## src/rtl/branch_cond_unit.sv

```systemverilog
// branch_cond_unit
// ----------------
// Evaluates branch / conditional-move conditions on WIDTH-bit operands and
// registers the outcome through one pipeline stage with stall and flush
// control. A PC-indexed table of 2-bit saturating counters supplies a
// taken/not-taken prediction for every accepted branch. A mispredict flag
// and two performance counters are reported to the hazard/fetch logic.
//
// Parameters:
//   WIDTH     operand width in bits (>= 2)
//   PHT_DEPTH number of history entries (power of 2, >= 2)
//   IDX_LSB   lowest PC bit used to index the history table
//
// Ports:
//   clk        rising-edge clock
//   reset      asynchronous reset, active low
//   in_valid   ID stage presents an instruction with a non-zero bctrl
//   stall      hold the output stage, accept nothing
//   flush      kill the output stage and drop the current input
//   bctrl      condition select (0 none, 1-6 and 9-12 branches,
//              7/8 movz/movn, 13-15 reserved)
//   pc         PC of the presented instruction
//   d1, d2     rs / rt operands
//   cnt_clear  synchronous clear of both performance counters
//   in_ready   ~stall & ~flush
//   out_valid  registered result valid
//   cond       registered condition outcome
//   is_branch  registered: the captured code was a branch
//   pred_taken registered prediction read at accept time
//   mispredict registered branch whose outcome differs from its prediction
//   br_count   number of accepted branches (wraps)
//   mp_count   number of accepted mispredicting branches (wraps)
module branch_cond_unit #(
    parameter int WIDTH     = 32,
    parameter int PHT_DEPTH = 64,
    parameter int IDX_LSB   = 2
) (
    input  logic             clk,
    input  logic             reset,
    input  logic             in_valid,
    input  logic             stall,
    input  logic             flush,
    input  logic [3:0]       bctrl,
    input  logic [31:0]      pc,
    input  logic [WIDTH-1:0] d1,
    input  logic [WIDTH-1:0] d2,
    input  logic             cnt_clear,
    output logic             in_ready,
    output logic             out_valid,
    output logic             cond,
    output logic             is_branch,
    output logic             pred_taken,
    output logic             mispredict,
    output logic [31:0]      br_count,
    output logic [31:0]      mp_count
);

    localparam int IDXW = $clog2(PHT_DEPTH);

    logic             accept;
    logic             cond_d;
    logic             branch_d;
    logic [IDXW-1:0]  pht_idx;
    logic [1:0]       pht_cur;
    logic [1:0]       pht_next;
    logic             pred_d;
    logic [1:0]       pht [PHT_DEPTH];
    logic             unused_pc_bits;

    // Only the index field of the PC matters; the remaining bits are folded
    // here so the unused upper and lower bits are acknowledged.
    assign unused_pc_bits = ^pc;

    assign in_ready = ~stall & ~flush;
    assign accept   = in_valid & ~stall & ~flush;
    assign pht_idx  = pc[IDX_LSB +: IDXW];

    // Condition evaluation. Zero tests on d1 are done as signed comparisons
    // against zero; movz/movn look only at d2. Reserved codes yield 0.
    always_comb begin
        cond_d   = 1'b0;
        branch_d = 1'b0;
        unique case (bctrl)
            4'd1: begin cond_d = (d1 == d2);                          branch_d = 1'b1; end
            4'd2: begin cond_d = (d1 != d2);                          branch_d = 1'b1; end
            4'd3: begin cond_d = ($signed(d1) <= $signed({WIDTH{1'b0}})); branch_d = 1'b1; end
            4'd4: begin cond_d = d1[WIDTH-1];                         branch_d = 1'b1; end
            4'd5: begin cond_d = ~d1[WIDTH-1];                        branch_d = 1'b1; end
            4'd6: begin cond_d = ($signed(d1) > $signed({WIDTH{1'b0}}));  branch_d = 1'b1; end
            4'd7: begin cond_d = (d2 == '0); end
            4'd8: begin cond_d = (d2 != '0); end
            4'd9: begin cond_d = (d1 < d2);                           branch_d = 1'b1; end
            4'd10: begin cond_d = (d1 >= d2);                         branch_d = 1'b1; end
            4'd11: begin cond_d = ($signed(d1) < $signed(d2));        branch_d = 1'b1; end
            4'd12: begin cond_d = ($signed(d1) >= $signed(d2));       branch_d = 1'b1; end
            default: begin cond_d = 1'b0; branch_d = 1'b0; end
        endcase
    end

    // Prediction lookup and saturating update value. The prediction is the
    // MSB of the entry before this instruction's own update is applied.
    always_comb begin
        pht_cur  = pht[pht_idx];
        pred_d   = branch_d & pht_cur[1];
        pht_next = pht_cur;
        if (cond_d) begin
            if (pht_cur != 2'b11) pht_next = pht_cur + 2'b01;
        end else begin
            if (pht_cur != 2'b00) pht_next = pht_cur - 2'b01;
        end
    end

    // History table: all entries start weakly not-taken and are written once
    // per accepted branch. Stalled or flushed cycles never touch the table.
    always_ff @(posedge clk or negedge reset) begin
        if (!reset) begin
            for (int i = 0; i < PHT_DEPTH; i++) pht[i] <= 2'b01;
        end else if (accept && branch_d) begin
            pht[pht_idx] <= pht_next;
        end
    end

    // Output stage. Flush takes priority over stall; a stall freezes every
    // output register; otherwise the stage loads on accept or empties.
    always_ff @(posedge clk or negedge reset) begin
        if (!reset) begin
            out_valid  <= 1'b0;
            cond       <= 1'b0;
            is_branch  <= 1'b0;
            pred_taken <= 1'b0;
        end else if (flush) begin
            out_valid  <= 1'b0;
        end else if (!stall) begin
            out_valid  <= in_valid;
            if (in_valid) begin
                cond       <= cond_d;
                is_branch  <= branch_d;
                pred_taken <= pred_d;
            end
        end
    end

    assign mispredict = out_valid & is_branch & (cond != pred_taken);

    // Performance counters advance on the accept edge of a branch; a clear
    // on the same edge wins over the increment.
    always_ff @(posedge clk or negedge reset) begin
        if (!reset) begin
            br_count <= 32'd0;
            mp_count <= 32'd0;
        end else if (cnt_clear) begin
            br_count <= 32'd0;
            mp_count <= 32'd0;
        end else if (accept && branch_d) begin
            br_count <= br_count + 32'd1;
            if (cond_d != pred_d) mp_count <= mp_count + 32'd1;
        end
    end

endmodule

```

## config.mk

```make
export PLATFORM = sky130hd
export DESIGN_NAME = branch_cond_unit
export DESIGN_NICKNAME = d
export VERILOG_FILES = /design/src/rtl/branch_cond_unit.sv
export SDC_FILE = /design/constraint.sdc
export NUM_CORES = 1
export LEC_CHECK = 0
export ABC_AREA = 1
export BUFFER_PORTS_ARGS = -buffer_cell sky130_fd_sc_hd__buf_2
export CORE_MARGIN = 10
export CORE_UTILIZATION = 40
export DETAILED_ROUTE_END_ITERATION = 8
export HOLD_SLACK_MARGIN = 0.05
export PLACE_DENSITY = 0.62
export RECOVER_POWER = 50
export SYNTH_ARGS = -nofsm -noshare
export SYNTH_HDL_FRONTEND = slang
export SYNTH_SLANG_ARGS = --single-unit
```

## constraint.sdc

```tcl
create_clock -name clk -period 2.65 [get_ports clk]
set_clock_uncertainty 0.05 [all_clocks]
set_input_delay 0.265 -clock clk [delete_from_list [all_inputs] [get_ports clk]]
set_output_delay 0.265 -clock clk [all_outputs]
set_load 0.1 [all_outputs]
```

==> summary.md <==
| Metric | Value |
|---|---|
| Gate Count Post-Synth | `1,572` |
| Uppermost routed layer | `met4` |
| Bufs on Longest Clock Path | `2` |
| Arrival time worst endpoint | `2.76 ns` |
| Die Span Y | `194 um` |
| WL/cell | `15.6 um` |
| Share of cells above drive strength 1 | `0.230` |
| Congestion Overflow GR | `0` |
| Die area | `0.0375 mm2` |
| Yosys cell types | `49` |
| Post-synth EDFFs | `0` |
| Seq cells post-synth | `196` |
| Pwr Density | `465 mW/mm2` |
| Fin crit share | `0.927` |
| Die W | `194 um` |
| Clk sink count | `196` |
| Nature of the critical path startpoint | `input port` |
| TritonRoute pass-1 iters | `5` |
| CP peak stage delay | `0.53 ns` |
| Metal-1 WL | `16,000 um` |
| I/O Buffers | `149` |
| Largest cells by area after synthesis | `dfrtp_1, dfstp_2, nand2_1` |
| Met2 WL | `15,700 um` |
| Hold Vio Cnt, Final | `0` |
| CTS Buf Count | `17` |
| GR Util All Layers | `0.175` |
| Slew HR | `0.0261` |
| Commonest register cell after synthesis | `dfrtp_1` |
| Outcome | `completed` |
| First-pass GRT wire length | `55,600 um` |
| Final instance area | `0.0140 mm2` |
| Crit-path slowest cell | `dlygate4sd3_1` |
| Synthesized cell area | `0.0121 mm2` |
| DRC Markers | `0` |
| Top cell type by total area after synthesis | `dfrtp_1` |
| Fin cells | `2,150` |
| Clock Tree Root | `clkbuf_16` |
| Place WS | `-0.0337 ns` |
| H-Tree Depth | `4` |
| Synth top area share | `0.274` |
| Worst-skew pair later-pin latency | `0.44 ns` |
| HPWL after detailed placement | `24,200 um` |
| Hold_ws | `0.119 ns` |
| Initial antenna violation count | `1` |
| YS warnings | `0` |
| Avg Inst Size Synth | `7.67 um2` |
| Starting DRT DRC Count | `865` |
| Hold Path Class | `input port to flop` |
| Placement Cell Area | `0.0135 mm2` |
| Vias in the first global route | `10,786` |
| Ratio of routed vias to standard cells | `5.12` |
| Maximum vdd drop | `0.000408 V` |
| Synth top cells by count | `nand2_1, nor2_1, inv_1` |
| Most numerous cell in the Yosys netlist | `nand2_1` |
| Drt total wl | `33,600 um` |
| Num rows | `63` |
| Boundary pin count | `176` |
| Minimum clock period | `2.46 ns` |
| Largest fanout on the critical path | `8` |
| FMAX | `407 MHz` |
| Finish-stage setup viols | `0` |
| Antenna-violating nets left | `0` |
| Reg clk slew, reported paths | `0.07 ns` |
| Largest net degree at the start of global routing | `74` |
| Final Core Density | `0.472` |
| Mapped Nets | `1,712` |
| Area delta synth->final | `16.4%` |
| Asr flop ratio synth | `1.00` |
| Setup ws final | `0.193 ns` |
| CP required | `2.96 ns` |
| CTS tree | `yes` |
| Register area share after synthesis | `0.413` |
| Leak Pwr | `6.54 nW` |
| Metal3 WL | `1560 um` |
| Crit end category | `flop` |
| Critical path, cell by cell | `dlygate4sd3_1 -> buf_2 -> nor2_4 -> nand2_1 -> inv_2 -> nand3_4 -> nor3_4 -> nand2_2 -> nor2_4 -> nand2_2 -> nor3_4 -> nand3_2 -> o21ai_1 -> nand2_1 -> nor2_1` |
| Initial Util | `0.406` |
| Dpl cells | `2,114` |
| Max cap viols | `0` |
| Setup CP Type | `input port to flop` |
| Fillers | `2,942` |
| Slew of the pin with the lowest slew margin | `1.46 ns` |
| # nets final | `1,886` |
| Routability Congestion | `0.850` |
| Core area | `0.0297 mm2` |
| Vias after detailed routing | `11,014` |
| Pins over their slew limit | `0` |
## where the power goes
group / internal [mW] / switching, mW
Combinational: 0.289 / 0.636
Clock: 1.22 / 1.24
Sequential: 3.09 / 0.0466
Total: 4.60 / 1.92
## per-stage QoR
step                      power [mW]  TNS [ns]
final                           6.52         0
after global routing            6.80   -0.0277
after CTS                       6.59         0
after detailed placement        4.13    -0.612
after global placement          4.11         0
after floorplan                 3.77         0
## layer usage
layer,track usage,vias to the layer above
met5,0,-
met4,0.0363,0
met3,0.0280,27
met2,0.283,268
met1,0.241,5185
li1,-,5534
## registers in the layout, summed over array words and instances (netlist names)
signal	cells
pht	128
is_branch	1
out_valid	1
mp_count	32
pred_taken	1
cond	1
br_count	32
## worst max-delay path: cells and delay by family
family	cells	cell delay, ns
AND/OR/NAND/NOR	11	1.53
buffers and inverters	3	0.80
AO/OA/AOI/OAI	1	0.14
## layout make-up
| class | count | area (um2) | share of cell area |
|---|---|---|---|
| multi-input cells | 1157 | 6080 | 0.433 |
| diodes | 1 | 2.50 | 0.000178 |
| well taps | 390 | 488 | 0.0348 |
| inverters | 164 | 626 | 0.0446 |
| repair buffers | 210 | 1320 | 0.0938 |
| flip-flops and latches | 196 | 4990 | 0.356 |
| clock inverters | 13 | 97.6 | 0.00695 |
| clock buffers | 19 | 433 | 0.0308 |
## worst paths after layout
kind                        startpoint           end  slack, ns  cells after the start
max                              stall  br_count[26]       0.19                     15
min in group asynchronous        reset  mp_count[20]       0.66                      2
min                              flush     out_valid       0.12                      3
max reg2reg                mp_count[0]  mp_count[28]       0.34                     13
min reg2reg                   pht[112]      pht[112]       0.43                      2
max in group asynchronous        reset  br_count[13]       0.53                      3
## cell families after synthesis
| family | Yosys count | share of synthesized area |
|---|---|---|
| AO/OA/AOI/OAI | 252 | 0.139 |
| XOR/XNOR | 34 | 0.0247 |
| adder cells (fa/ha/maj) | 34 | 0.0353 |
| buffers and inverters | 219 | 0.0841 |
| flip-flops | 196 | 0.413 |
| AND/OR/NAND/NOR | 837 | 0.304 |
## cell usage in the layout, fill, tap and decap left out, drive strengths merged, types with 34 or more instances in the layout
cell,count
nand2,420
inv,170
nor3,46
clkbuf,53
ha,34
a21oi,92
nand3,123
dfrtp,132
nand4,50
buf,174
nor2,181
dfstp,64
o21ai,127
## what timing repair did
| item | 4_1_cts | 5_1_grt |
|---|---|---|
| buffers inserted | 0 | 1 |
| setup endpoints to repair | 0 | 5 |
| hold buffers | 2 | 0 |
| resized for setup | 0 | 4 |
| hold endpoints to repair | 45 | 0 |
(Power assumes the default switching activity.)
